--- src/rtl/xgmac_cfg_pkg.sv ---
// Shared types and the post-reset register table for the 10G MAC/PHY
// configuration sequencer.
package xgmac_cfg_pkg;

    typedef enum logic [2:0] {
        ST_WAIT_RST  = 3'd0,
        ST_WR_ISSUE  = 3'd1,
        ST_WR_WAIT   = 3'd2,
        ST_LOCK_WAIT = 3'd3,
        ST_RUN       = 3'd4,
        ST_HOST_WAIT = 3'd5
    } cfg_state_t;

    typedef struct packed {
        logic [10:0] addr;
        logic [31:0] data;
    } cfg_entry_t;

    // Register table, executed in index order after resetdone.
    function automatic cfg_entry_t cfg_entry(input logic [3:0] idx);
        cfg_entry_t e;
        case (idx)
            4'd0:    begin e.addr = 11'h404; e.data = 32'h9000_0000; end // rx_cfg1: rx enable, FCS strip
            4'd1:    begin e.addr = 11'h408; e.data = 32'h9000_0000; end // tx_cfg: tx enable, FCS insert
            4'd2:    begin e.addr = 11'h40C; e.data = 32'h6000_0000; end // flow control rx/tx enable
            4'd3:    begin e.addr = 11'h500; e.data = 32'h0000_0068; end // mdio_cfg: MDC divider + enable
            4'd4:    begin e.addr = 11'h400; e.data = 32'h0605_0403; end // pause source MAC, low word
            4'd5:    begin e.addr = 11'h410; e.data = 32'h0800_0000; end // rs_cfg: fault inhibit
            4'd6:    begin e.addr = 11'h504; e.data = 32'h0000_0010; end // mdio_cfg1: PHY address
            4'd7:    begin e.addr = 11'h000; e.data = 32'h0000_0001; end // statistics reset
            // Spare slots, only reached when more entries are enabled.
            default: begin
                e.addr = 11'h600 | {5'd0, idx, 2'b00};
                e.data = {28'd0, idx};
            end
        endcase
        return e;
    endfunction

endpackage

--- src/rtl/xgmac_cfg_sync2.sv ---
// Two-flop synchroniser for a single level signal from another clock domain.
module xgmac_cfg_sync2 (
    input  logic clk,
    input  logic reset,
    input  logic d,
    output logic q
);

    logic meta;

    // Two register stages; output follows d with two cycles of latency.
    always_ff @(posedge clk) begin
        if (reset) begin
            meta <= 1'b0;
            q    <= 1'b0;
        end else begin
            meta <= d;
            q    <= meta;
        end
    end

endmodule

--- src/rtl/xgmac_cfg_seq.sv ---
// Post-reset configuration sequencer and IPIF bus owner for the 10G MAC/PHY.
// Writes the register table once resetdone is seen, waits for sustained PCS
// block lock, then hands the bus to the runtime host port.
//
// state      | meaning
// WAIT_RST   | waiting for synchronised resetdone
// WR_ISSUE   | load table[idx] onto the bus, raise cs
// WR_WAIT    | table write in flight, waiting for wrack or timeout
// LOCK_WAIT  | table done, counting consecutive block-lock cycles
// RUN        | configured; idle bus, host requests granted here
// HOST_WAIT  | host access in flight, waiting for ack or timeout
module xgmac_cfg_seq
    import xgmac_cfg_pkg::*;
#(
    parameter int unsigned C_NUM_WR      = 8,
    parameter int unsigned C_ACK_TIMEOUT = 255,
    parameter int unsigned C_LOCK_CYCLES = 1024
) (
    input  logic        bus2ip_clk,
    input  logic        bus2ip_reset,
    input  logic        resetdone,
    input  logic [7:0]  core_status,
    input  logic [31:0] ip2bus_data,
    input  logic        ip2bus_rdack,
    input  logic        ip2bus_wrack,
    input  logic        ip2bus_error,
    output logic [10:0] bus2ip_addr,
    output logic        bus2ip_cs,
    output logic        bus2ip_rnw,
    output logic [31:0] bus2ip_data,
    input  logic        host_req,
    input  logic        host_rnw,
    input  logic [10:0] host_addr,
    input  logic [31:0] host_wdata,
    output logic        host_ack,
    output logic [31:0] host_rdata,
    output logic        host_err,
    output logic        cfg_done,
    output logic        cfg_error,
    output logic [3:0]  cfg_err_idx
);

    localparam int unsigned      ACK_W    = $clog2(C_ACK_TIMEOUT + 1);
    localparam int unsigned      LOCK_W   = $clog2(C_LOCK_CYCLES + 1);
    localparam logic [3:0]       LAST_IDX = 4'(C_NUM_WR - 1);
    localparam logic [ACK_W-1:0] ACK_TC   = ACK_W'(C_ACK_TIMEOUT);
    localparam logic [LOCK_W-1:0] LOCK_TC = LOCK_W'(C_LOCK_CYCLES - 1);

    cfg_state_t        state, state_nxt;
    logic [3:0]        idx, idx_nxt;
    logic [ACK_W-1:0]  ack_cnt, ack_cnt_nxt;
    logic [LOCK_W-1:0] lock_cnt, lock_cnt_nxt;
    logic [10:0]       addr_nxt;
    logic [31:0]       wdata_nxt, host_rdata_nxt;
    logic              cs_nxt, rnw_nxt, host_ack_nxt, host_err_nxt;
    logic              cfg_done_nxt, cfg_error_nxt;
    logic [3:0]        err_idx_nxt;

    logic              resetdone_s, lock_s;
    logic              acc_ack, ack_tc, bus_err;
    cfg_entry_t        entry;
    logic              unused_status;

    xgmac_cfg_sync2 u_sync_resetdone (
        .clk   (bus2ip_clk),
        .reset (bus2ip_reset),
        .d     (resetdone),
        .q     (resetdone_s)
    );

    xgmac_cfg_sync2 u_sync_lock (
        .clk   (bus2ip_clk),
        .reset (bus2ip_reset),
        .d     (core_status[0]),
        .q     (lock_s)
    );

    // Only block lock matters; remaining PCS status bits are don't-care here.
    assign unused_status = ^core_status[7:1];

    assign entry = cfg_entry(idx);

    // Only the ack matching the current direction counts, and only with cs up.
    assign acc_ack = bus2ip_cs & (bus2ip_rnw ? ip2bus_rdack : ip2bus_wrack);
    assign ack_tc  = (ack_cnt == ACK_TC);
    assign bus_err = acc_ack ? ip2bus_error : 1'b1;

    // State register.
    always_ff @(posedge bus2ip_clk) begin
        if (bus2ip_reset) state <= ST_WAIT_RST;
        else              state <= state_nxt;
    end

    // Next-state and next-value logic for every registered output and counter.
    always_comb begin
        state_nxt      = state;
        idx_nxt        = idx;
        ack_cnt_nxt    = ack_cnt;
        lock_cnt_nxt   = lock_cnt;
        cs_nxt         = bus2ip_cs;
        rnw_nxt        = bus2ip_rnw;
        addr_nxt       = bus2ip_addr;
        wdata_nxt      = bus2ip_data;
        host_ack_nxt   = 1'b0;
        host_rdata_nxt = host_rdata;
        host_err_nxt   = host_err;
        cfg_done_nxt   = cfg_done;
        cfg_error_nxt  = cfg_error;
        err_idx_nxt    = cfg_err_idx;

        if (!resetdone_s) begin
            // MAC/PHY went back into reset: abandon everything but the error record.
            state_nxt    = ST_WAIT_RST;
            idx_nxt      = '0;
            ack_cnt_nxt  = '0;
            lock_cnt_nxt = '0;
            cs_nxt       = 1'b0;
            cfg_done_nxt = 1'b0;
        end else begin
            case (state)
                ST_WAIT_RST: begin
                    state_nxt = ST_WR_ISSUE;
                end
                ST_WR_ISSUE: begin
                    cs_nxt      = 1'b1;
                    rnw_nxt     = 1'b0;
                    addr_nxt    = entry.addr;
                    wdata_nxt   = entry.data;
                    ack_cnt_nxt = '0;
                    state_nxt   = ST_WR_WAIT;
                end
                ST_WR_WAIT: begin
                    if (acc_ack || ack_tc) begin
                        cs_nxt      = 1'b0;
                        ack_cnt_nxt = '0;
                        if (bus_err) begin
                            cfg_error_nxt = 1'b1;
                            if (!cfg_error) err_idx_nxt = idx;
                        end
                        idx_nxt   = idx + 4'd1;
                        state_nxt = (idx == LAST_IDX) ? ST_LOCK_WAIT : ST_WR_ISSUE;
                    end else begin
                        ack_cnt_nxt = ack_cnt + ACK_W'(1);
                    end
                end
                ST_LOCK_WAIT: begin
                    if (!lock_s) begin
                        lock_cnt_nxt = '0;
                    end else if (lock_cnt == LOCK_TC) begin
                        lock_cnt_nxt = '0;
                        cfg_done_nxt = 1'b1;
                        state_nxt    = ST_RUN;
                    end else begin
                        lock_cnt_nxt = lock_cnt + LOCK_W'(1);
                    end
                end
                ST_RUN: begin
                    if (!lock_s) begin
                        cfg_done_nxt = 1'b0;
                        state_nxt    = ST_LOCK_WAIT;
                    end else if (host_req) begin
                        cs_nxt      = 1'b1;
                        rnw_nxt     = host_rnw;
                        addr_nxt    = host_addr;
                        wdata_nxt   = host_wdata;
                        ack_cnt_nxt = '0;
                        state_nxt   = ST_HOST_WAIT;
                    end
                end
                ST_HOST_WAIT: begin
                    if (acc_ack || ack_tc) begin
                        cs_nxt         = 1'b0;
                        ack_cnt_nxt    = '0;
                        host_ack_nxt   = 1'b1;
                        host_rdata_nxt = (bus2ip_rnw && acc_ack) ? ip2bus_data : '0;
                        host_err_nxt   = bus_err;
                        state_nxt      = ST_RUN;
                    end else begin
                        ack_cnt_nxt = ack_cnt + ACK_W'(1);
                    end
                end
                default: begin
                    cs_nxt    = 1'b0;
                    state_nxt = ST_WAIT_RST;
                end
            endcase
        end
    end

    // Registered bus, host and status outputs plus the counters.
    always_ff @(posedge bus2ip_clk) begin
        if (bus2ip_reset) begin
            idx         <= '0;
            ack_cnt     <= '0;
            lock_cnt    <= '0;
            bus2ip_cs   <= 1'b0;
            bus2ip_rnw  <= 1'b0;
            bus2ip_addr <= '0;
            bus2ip_data <= '0;
            host_ack    <= 1'b0;
            host_rdata  <= '0;
            host_err    <= 1'b0;
            cfg_done    <= 1'b0;
            cfg_error   <= 1'b0;
            cfg_err_idx <= '0;
        end else begin
            idx         <= idx_nxt;
            ack_cnt     <= ack_cnt_nxt;
            lock_cnt    <= lock_cnt_nxt;
            bus2ip_cs   <= cs_nxt;
            bus2ip_rnw  <= rnw_nxt;
            bus2ip_addr <= addr_nxt;
            bus2ip_data <= wdata_nxt;
            host_ack    <= host_ack_nxt;
            host_rdata  <= host_rdata_nxt;
            host_err    <= host_err_nxt;
            cfg_done    <= cfg_done_nxt;
            cfg_error   <= cfg_error_nxt;
            cfg_err_idx <= err_idx_nxt;
        end
    end

endmodule

--- config.mk ---
export PLATFORM = sky130hd
export DESIGN_NAME = xgmac_cfg_seq
export DESIGN_NICKNAME = d
export VERILOG_FILES = /design/src/rtl/xgmac_cfg_pkg.sv /design/src/rtl/xgmac_cfg_sync2.sv /design/src/rtl/xgmac_cfg_seq.sv
export SDC_FILE = /design/constraint.sdc
export NUM_CORES = 1
export LEC_CHECK = 0
export BUFFER_PORTS_ARGS = -buffer_cell sky130_fd_sc_hd__clkbuf_2
export CORE_ASPECT_RATIO = 1.4
export CORE_UTILIZATION = 35
export CTS_BUF_LIST = sky130_fd_sc_hd__clkbuf_8
export DETAILED_ROUTE_END_ITERATION = 10
export GPL_TIMING_DRIVEN = 0
export HOLD_SLACK_MARGIN = 0.15
export PLACE_DENSITY_LB_ADDON = 0.15
export SETUP_SLACK_MARGIN = 0.3
export SLEW_MARGIN = 40
export SYNTH_ARGS = -nofsm -noshare
export SYNTH_HDL_FRONTEND = slang
export SYNTH_SLANG_ARGS = --single-unit
--- constraint.sdc ---
create_clock -name bus2ip_clk -period 1.7 [get_ports bus2ip_clk]
set_input_delay 0.34 -clock bus2ip_clk [delete_from_list [all_inputs] [get_ports bus2ip_clk]]
set_output_delay 0.34 -clock bus2ip_clk [all_outputs]
set_load 0.05 [all_outputs]
==> qor.txt, run 1 <==
number of pins exceeding their max-slew limit in the final report = 0
detailed-routing iteration count for the pre-antenna-repair pass = 4
most frequent cells in the layout = dfxtp_1, clkbuf_2, buf_4
non-filler cells in the finished layout = 1006
launching element type of the critical path = flop
antenna violations before repair = 0
slew at the pin closest to its max-slew limit = 0.737 ns
largest net degree at the start of global routing = 17
iteration-0 DRC count of the detailed router = 169
clock latency of the later-clocked register in the worst-skew pair = 0.45 ns
upper clock frequency limit = 570 MHz
worst hold slack = 0.146 ns
overall via count from detail_route = 5284
category of the critical setup timing path = reg2reg
Min-Delay Path Class = in2reg
global-route total usage across every layer = 23.6%
Die Y-Extent = 138 um
die outline width = 99.3 um
fraction of registers with async set or reset after synthesis = 0%
total design power = 0.00585 W
library cell used as clock root buffer = clkbuf_8
Die ar. = 13700 um^2
Arrival @ worst endpoint = 2.07 ns
Routed WL per cell = 17.6 um
post-layout worst setup margin = -0.0558 ns
clock edge transition at the registers on the reported setup and hold paths = 0.07 ns
routability-driven placement congestion ratio = 0.835
cell count after synthesis = 519
FP Rows = 49
max cap viols = 0
post-synthesis to final-layout area growth = 88.7%
# diodes = 0
post-layout minimum cycle time = 1.76 ns
commonest non-fill, non-tap cell in the layout = dfxtp_1
fill count = 928
power per cell area = 669 nW/um^2
GRT overflow = 0
core footprint = 12900 um^2
post-route DRC violation count = 0
CTS tree = yes
total wire length = 17700 um
number of global-route vias before repair = 5134
endpoints failing setup = 3
result of the run = finished, violations left
peak supply drop = 497 uV
number of buffers added on ports = 168
Clock H-tree levels = 4
share of layout cells above drive strength 1 = 50.5%
most used flip-flop cell after synthesis = dfxtp_1
I/O pin count = 176
share of the clock period used by the worst path after layout = 103%
starting utilization of the core area = 36.0%
clock net sink count = 115
Setup Slack @ Placement = -0.343 ns
Hold Violations, Final = 0
routed via count divided by cell count = 5.25
slew margin rel. = 50.8%
required arrival time at the worst endpoint = 2.01 ns
worst clock skew = 0.00784 ns
synthesized net count = 616
Mean Syn Cell Area = 8.93 um^2
endpoint kind of the worst setup timing path = flop
number of flip-flops and latches in the synthesized netlist = 115
part of the Yosys area used for sequential elements = 49.7%
Final Net Count = 937
number of flops mapped to enable cells by yosys = 0
area of the mapped netlist = 4640 um^2
Worst Path Max Fanout = 6
number of warnings reported in the yosys synthesis log = 0
number of CTS-inserted buffers = 17
clock tree buffer depth = 2
number of nets with antenna violations after routing = 0
unrepaired setup endpoints after global routing = yes
Static Leak = 3.54 nW
placed cells = 840
wire length of the first global-routing pass = 25500 um
failing checks = setup timing
count of cell types in the netlist = 46
HPWL reported at the end of detailed placement = 10400 um
cells in the mapped netlist (all sizes together) (2+ instances only):
cell type	instances	share of area (%)
and3	4	0.54
clkbuf	20	1.6
xor2	8	1.5
a22o	33	6.3
o311ai	2	0.38
nor4	4	0.54
nand4b	3	0.57
o21ai	15	1.7
a211oi	9	1.5
nor3	17	1.8
xnor2	5	0.94
nand3b	2	0.32
nor2	50	4.0
inv	6	0.49
ha	6	1.6
nand2	61	4.9
mux2i	9	1.9
buf	16	2.1
nand4	7	1.1
a21o	2	0.32
a31oi	2	0.27
dfxtp	115	50
or2	2	0.27
nand3	32	3.5
nand2b	5	0.67
o211ai	8	1.3
a21oi	46	5.0
a311oi	6	1.1
nor2b	12	1.6
critical path, cell delays in order (launching register included):
cell,delay [ns]
dfxtp_2,0.32
buf_6,0.12
or3b_4,0.38
a222oi_1,0.23
buf_4,0.19
o21ba_4,0.17
o41ai_1,0.09
a221oi_2,0.12
routing by layer:
metal	vias up	track usage (%)	routed length, um
met1	2535	24.1	6420
met5	-	0	0
met3	49	8.14	1090
met4	0	11.3	697
li1	2503	-	-
met2	197	42.5	9500
final cells by class:
type / count / area (um^2) / area share, %
multi-input cells: 362 / 2920 / 33.4
repair buffers: 302 / 2470 / 28.3
flip-flops and latches: 115 / 2340 / 26.8
plain buffers: 36 / 365 / 4.18
clock buffers: 20 / 275 / 3.15
well taps: 153 / 191 / 2.19
clock inverters: 12 / 151 / 1.73
inverters: 6 / 30.0 / 0.343
worst paths after layout:
kind | slack [ns] | start | endpoint | cells after the start
worst max register to register | -0.06 | state[1] | state[1] | 7
worst min-delay path | 0.15 | host_wdata[16] | bus2ip_data[16] | 3
worst min register to register | 0.43 | u_sync_resetdone.meta | u_sync_resetdone.q | 1
worst max-delay path | -0.06 | state[1] | state[1] | 7
per-stage QoR:
stage,instance area [um^2],setup TNS [ns],util (%)
floorplan,4800,-0.169,-
global placement,5840,-8.86,45.3
detailed placement,5840,-10.24,45.3
CTS,8010,0,62.2
global route,8750,-1.55,68.0
finish,8750,-0.0872,68.0
flip-flops by register name (all words and copies together) (netlist names), 3 cells and up:
name,cells
bus2ip_data,32
host_rdata,32
bus2ip_addr,11
lock_cnt,11
ack_cnt,8
cfg_err_idx,4
idx,4
state,3
what timing repair did:
item | 4_1_cts | 5_1_grt
endpoints found under the hold margin | 66 | 0
setup buffers | 33 | 25
resized for setup | 212 | 163
gates cloned | 6 | 4
hold buffers | 66 | 0
pin swaps | 81 | 98
endpoints found under the setup margin | 194 | 154
power by group:
| group | leakage [nW] | switching (W) | internal [W] |
|---|---|---|---|
| sequential | 0.937 | 0.00000815 | 0.00269 |
| combinational | 2.38 | 0.000180 | 0.000221 |
| clock | 0.220 | 0.00119 | 0.00157 |
| total | 3.54 | 0.00137 | 0.00448 |
kinds of logic (layout without fill, tap and decap cells):
kind of cell,after synthesis,after routing,synth area share (%)
AO/OA/AOI/OAI,130,130,19.2
XOR/XNOR,13,13,2.46
adder cells (fa/ha/maj),6,6,1.62
buffers and inverters,42,376,4.24
flip-flops,115,115,49.7
multiplexers,10,10,2.19
AND/OR/NAND/NOR,203,203,20.6
No activity file was read; power rests on OpenSTA's default activity.
==> inputs of run 2 (changes only) <==
--- a/config.mk
+++ b/config.mk
@@ -14,6 +14,7 @@
 export HOLD_SLACK_MARGIN = 0.15
 export PLACE_DENSITY_LB_ADDON = 0.15
 export SETUP_SLACK_MARGIN = 0.3
+export SKIP_CTS_REPAIR_TIMING = 1
 export SLEW_MARGIN = 40
 export SYNTH_ARGS = -nofsm -noshare
 export SYNTH_HDL_FRONTEND = slang
==> run 2 against run 1 <==
Sequential cell count stayed put. Setup slack got worse by 0.021 ns. Worst hold slack better by 0.018 ns. Largest power group unchanged. Critical path depth unchanged. Utilization down 3.2 points. Maximum frequency is 1.2% lower. Die area unchanged. Cell count decreased by 2.0%. The run still ends with setup timing left. Design area is 4.7% lower.
==> qor.txt, run 2 (synthesis results as in run 1) <==
largest net degree at the start of global routing = 17
Setup crit start = state[1]
peak supply drop = 413 uV
I/O pin count = 176
unrepaired setup endpoints after global routing = yes
clock edge transition at the registers on the reported setup and hold paths = 0.07 ns
die outline width = 99.3 um
# diodes = 0
detailed-routing iteration count for the pre-antenna-repair pass = 4
starting utilization of the core area = 36.0%
number of nets with antenna violations after routing = 0
number of pins exceeding their max-slew limit in the final report = 0
switching power = 0.00134 W
clock tree buffer depth = 2
post-layout minimum cycle time = 1.78 ns
slew margin rel. = 60.9%
Routed WL per cell = 16.7 um
worst clock skew = 0.0105 ns
reg-to-reg slack, setup = -0.08 ns
Min-Delay Path Class = in2reg
Static Leak = 3.39 nW
launching element type of the critical path = flop
R2R cell count = 7
HPWL reported at the end of detailed placement = 10400 um
number of CTS-inserted buffers = 17
post-route DRC violation count = 0
total internal power = 0.00446 W
global-route total usage across every layer = 20.0%
max cap viols = 0
share of layout cells above drive strength 1 = 48.6%
Worst Path Max Fanout = 5
Design Area, Final = 8340 um^2
commonest non-fill, non-tap cell in the layout = dfxtp_1
part of the total power dissipated in combinational logic = 6.4%
total placed instance area = 5840 um^2
worst hold slack = 0.163 ns
iteration-0 DRC count of the detailed router = 151
net switching share of the total power = 23.1%
upper clock frequency limit = 563 MHz
endpoint kind of the worst setup timing path = flop
end point of the critical path = state[1]
core footprint = 12900 um^2
Final Net Count = 917
Arrival @ worst endpoint = 2.08 ns
most frequent cells in the layout = dfxtp_1, clkbuf_2, buf_4
clock latency of the later-clocked register in the worst-skew pair = 0.45 ns
overall via count from detail_route = 5125
routability-driven placement congestion ratio = 0.835
required arrival time at the worst endpoint = 2.01 ns
result of the run = finished, violations left
Die ar. = 13700 um^2
clock net sink count = 115
leading registers by flop count = bus2ip_data: 32 flops, host_rdata: 32 flops
number of global-route vias before repair = 4337
share of the clock period used by the worst path after layout = 105%
Clock H-tree levels = 4
FP Rows = 49
power per cell area = 696 nW/um^2
Worst R2R Start = state[1]
post-synthesis to final-layout area growth = 79.8%
endpoint of the worst register-to-register path = state[1]
wire length of the first global-routing pass = 21500 um
antenna violations before repair = 0
Die Y-Extent = 138 um
Hold Violations, Final = 0
number of buffers added on ports = 168
library cell used as clock root buffer = clkbuf_8
GRT overflow = 0
routed via count divided by cell count = 5.20
Clk pwr share = 47.2%
endpoints failing setup = 30
Sequential Power Share = 46.4%
failing checks = setup timing
slew at the pin closest to its max-slew limit = 0.587 ns
total wire length = 16500 um
post-layout worst setup margin = -0.0771 ns
CTS tree = yes
category of the critical setup timing path = reg2reg
run 2: cell count changes in the layout (fill, tap and decap cells not counted), sizes merged:
cell,change
buf,-12
clkbuf,-3
dlygate4sd3,-5
run 2: how the worst min path moves through the flow:
| stage | from | endpoint | slack (ns) | depth (start not counted) |
|---|---|---|---|---|
| 2_1_floorplan | u_sync_lock.meta | u_sync_lock.q | 0.41 | 1 |
| 4_1_cts | ip2bus_data[22] | host_rdata[22] | 0.08 | 2 |
| 5_1_grt | host_wdata[4] | bus2ip_data[4] | 0.15 | 3 |
| 3_5_place_dp | u_sync_resetdone.meta | u_sync_resetdone.q | 0.43 | 1 |
| 6_report | host_addr[4] | bus2ip_addr[4] | 0.16 | 3 |
| 3_3_place_gp | u_sync_resetdone.meta | u_sync_resetdone.q | 0.43 | 1 |
run 2: area by class of cell:
type / instances / area (um^2)
fill: 998 / 4540
multi-input combinational: 362 / 2780
sequential: 115 / 2350
timing repair buffer: 282 / 2220
buffer: 36 / 328
clock buffer: 20 / 275
tap: 153 / 191
clock inverter: 12 / 151
inverter: 6 / 30.0
run 2: worst max-delay path: stages, from the launching register on:
cell and delay, ns:
dfxtp_2 0.33, buf_6 0.12, or3b_4 0.39, a222oi_1 0.23, buf_4 0.19, o21ba_4 0.17, o41ai_1 0.09, a221oi_2 0.13
run 2: stage by stage:
step | setup slack (ns) | util [%] | std cells | total power, W | TNS (ns)
6_report | -0.0771 | 64.8 | 986 | 0.00581 | -0.325
3_5_place_dp | -0.343 | 45.3 | 840 | 0.00298 | -10.24
4_1_cts | -0.357 | 48.6 | 872 | 0.00572 | -11.59
2_1_floorplan | -0.00557 | - | 519 | 0.00285 | -0.169
3_3_place_gp | -0.313 | 45.3 | 840 | 0.00297 | -8.86
5_1_grt | -0.169 | 64.8 | 986 | 0.00601 | -3.64
run 2: routing by layer:
layer	track usage [%]	wire (um)	vias up
li1	-	-	2464
met1	21.9	6190	2452
met2	34.5	8780	175
met3	7.18	1100	34
met4	8.44	435	0
met5	0	0	-
run 2: power groups by stage:
| stage | clock network [W] | logic, W | registers, W |
|---|---|---|---|
| floorplan | 0 | 0.0000735 | 0.00278 |
| global placement | 0 | 0.000209 | 0.00277 |
| detailed placement | 0 | 0.000211 | 0.00277 |
| CTS | 0.00280 | 0.000213 | 0.00270 |
| global route | 0.00293 | 0.000390 | 0.00269 |
| finish | 0.00274 | 0.000369 | 0.00270 |
==> inputs of run 3 (changes only) <==
--- a/config.mk
+++ b/config.mk
@@ -7,10 +7,10 @@
 export LEC_CHECK = 0
 export BUFFER_PORTS_ARGS = -buffer_cell sky130_fd_sc_hd__clkbuf_2
 export CORE_ASPECT_RATIO = 1.4
+export CORE_MARGIN = 2
 export CORE_UTILIZATION = 35
 export CTS_BUF_LIST = sky130_fd_sc_hd__clkbuf_8
 export DETAILED_ROUTE_END_ITERATION = 10
-export GPL_TIMING_DRIVEN = 0
 export HOLD_SLACK_MARGIN = 0.15
 export PLACE_DENSITY_LB_ADDON = 0.15
 export SETUP_SLACK_MARGIN = 0.3
==> run 3 against run 2 <==
The run still ends with setup timing left. Wire length grew 6.6%. Worst hold slack got worse by 0.011 ns. Sequential share of layout area is 1.3 points lower. Combinational power rose by 6.2%. Utilization is 3.0 points higher. Clock-buffer cell count down 3. Setup slack got worse by 0.037 ns.
==> qor.txt, run 3 (synthesis results as in run 1) <==
number of nets with antenna violations after routing = 0
routed via count divided by cell count = 5.26
required arrival time at the worst endpoint = 2.07 ns
Clk pwr share = 47.8%
Static Leak = 3.52 nW
iteration-0 DRC count of the detailed router = 186
power per cell area = 679 nW/um^2
overall via count from detail_route = 5180
slowest cell delay on critical path = 0.35 ns
Worst R2R Start = bus2ip_rnw
HPWL reported at the end of detailed placement = 10200 um
global-route total usage across every layer = 18.9%
ordered cell list for the critical path = mux2_4 -> a22o_4 -> nand4_4 -> buf_6 -> nor2b_4 -> clkbuf_16 -> a22o_1
post-layout minimum cycle time = 1.81 ns
Worst Path Max Fanout = 8
switching power = 0.00140 W
max cap viols = 0
share of layout cells above drive strength 1 = 56.6%
slew margin rel. = 68.8%
GRT overflow = 0
largest net degree at the start of global routing = 33
Setup crit start = bus2ip_rnw
number of global-route vias before repair = 4395
antenna violations before repair = 0
Design Area, Final = 8720 um^2
share of the clock period used by the worst path after layout = 107%
FP Rows = 49
starting utilization of the core area = 36.0%
placed cells = 855
peak supply drop = 440 uV
post-layout worst setup margin = -0.114 ns
non-filler cells in the finished layout = 984
Min-Delay Path Class = in2reg
number of buffers added on ports = 168
most frequent cells in the layout = dfxtp_1, clkbuf_2, buf_4
endpoint kind of the worst setup timing path = flop
clock net sink count = 115
commonest non-fill, non-tap cell in the layout = dfxtp_1
Clock H-tree levels = 4
wire length of the first global-routing pass = 21400 um
Die Y-Extent = 140 um
upper clock frequency limit = 551 MHz
failing checks = setup timing
start point of the worst min-delay path = host_wdata[28]
Final Net Count = 915
routability-driven placement congestion ratio = 0.824
die outline width = 101 um
Arrival @ worst endpoint = 2.18 ns
category of the critical setup timing path = reg2reg
clock latency of the later-clocked register in the worst-skew pair = 0.43 ns
result of the run = finished, violations left
worst clock skew = 0.0117 ns
Hold Violations, Final = 0
total wire length = 17600 um
Util after Layout = 67.7%
unrepaired setup endpoints after global routing = yes
cell with the largest stage delay on the worst path = dfxtp_4
CTS tree = yes
leading registers by flop count = bus2ip_data: 32 flops, host_rdata: 32 flops
launching element type of the critical path = flop
endpoints failing setup = 40
fill count = 941
detailed-routing iteration count for the pre-antenna-repair pass = 5
library cell used as clock root buffer = clkbuf_8
# diodes = 0
clock tree buffer depth = 2
I/O pin count = 176
number of CTS-inserted buffers = 17
core footprint = 12900 um^2
slew at the pin closest to its max-slew limit = 0.466 ns
clock edge transition at the registers on the reported setup and hold paths = 0.08 ns
Die ar. = 14200 um^2
net switching share of the total power = 23.7%
part of the total power dissipated in combinational logic = 6.6%
post-synthesis to final-layout area growth = 88.2%
Routed WL per cell = 17.9 um
total placed instance area = 6060 um^2
Sequential Power Share = 45.5%
worst hold slack = 0.152 ns
total internal power = 0.00452 W
number of pins exceeding their max-slew limit in the final report = 0
post-route DRC violation count = 0
run 3: cell count changes in the layout (fill, tap and decap cells not counted), sizes merged:
| cell | delta |
|---|---|
| nor2 | +1 |
| buf | +12 |
| clkinv | +2 |
| bufinv | +1 |
| dlygate4sd3 | -9 |
| clkbuf | -9 |
run 3: worst max-delay path, delay by kind of cell (launching register included):
kind,cells,cell delay (ns)
AOI/OAI and AO/OA,2,0.42
and+or+nand+nor,2,0.35
DFF,1,0.35
buffers and inverters,2,0.32
muxes,1,0.31
run 3: path summary, 6_finish.rpt:
check,slack [ns],depth (start not counted),end
hold / removal,0.15,3,bus2ip_data[28]
hold reg to reg,0.44,1,u_sync_lock.q
setup / recovery,-0.11,7,host_rdata[26]
setup reg to reg,-0.11,7,host_rdata[26]
run 3: power by group through the flow:
stage | logic [W] | registers, W | clock network (W)
after global placement | 0.000219 | 0.00276 | 0
after floorplan | 0.0000735 | 0.00278 | 0
after CTS | 0.000221 | 0.00270 | 0.00288
after detailed placement | 0.000220 | 0.00276 | 0
after global routing | 0.000412 | 0.00270 | 0.00301
final | 0.000392 | 0.00269 | 0.00283
run 3: metal layers:
metal	wire length, um	up-vias	part of all wire, %	global-route usage [%]
met3	973	49	5.5	4.89
met5	0	-	0	0
met4	601	0	3.4	7.25
met1	6650	2491	38	22.0
met2	9370	174	53	32.8
li1	-	2466	-	-
run 3: final cells by class:
class,count,area [um^2],area share [%]
Clock buffer,17,234,2.68
Clock inverter,15,205,2.35
Inverter,6,27.5,0.316
Multi-Input combinational cell,363,3030,34.7
Sequential cell,115,2350,26.9
Tap cell,153,191,2.19
Timing Repair Buffer,315,2690,30.8
run 3: through the flow:
| stage | setup TNS, ns | worst slack, ns | total power (W) |
|---|---|---|---|
| 5_1_grt | -6.40 | -0.190 | 0.00612 |
| 3_5_place_dp | -4.42 | -0.145 | 0.00298 |
| 2_1_floorplan | -0.169 | -0.00557 | 0.00285 |
| 3_3_place_gp | -15.37 | -0.462 | 0.00298 |
| 4_1_cts | -4.99 | -0.166 | 0.00581 |
| 6_report | -2.59 | -0.114 | 0.00592 |
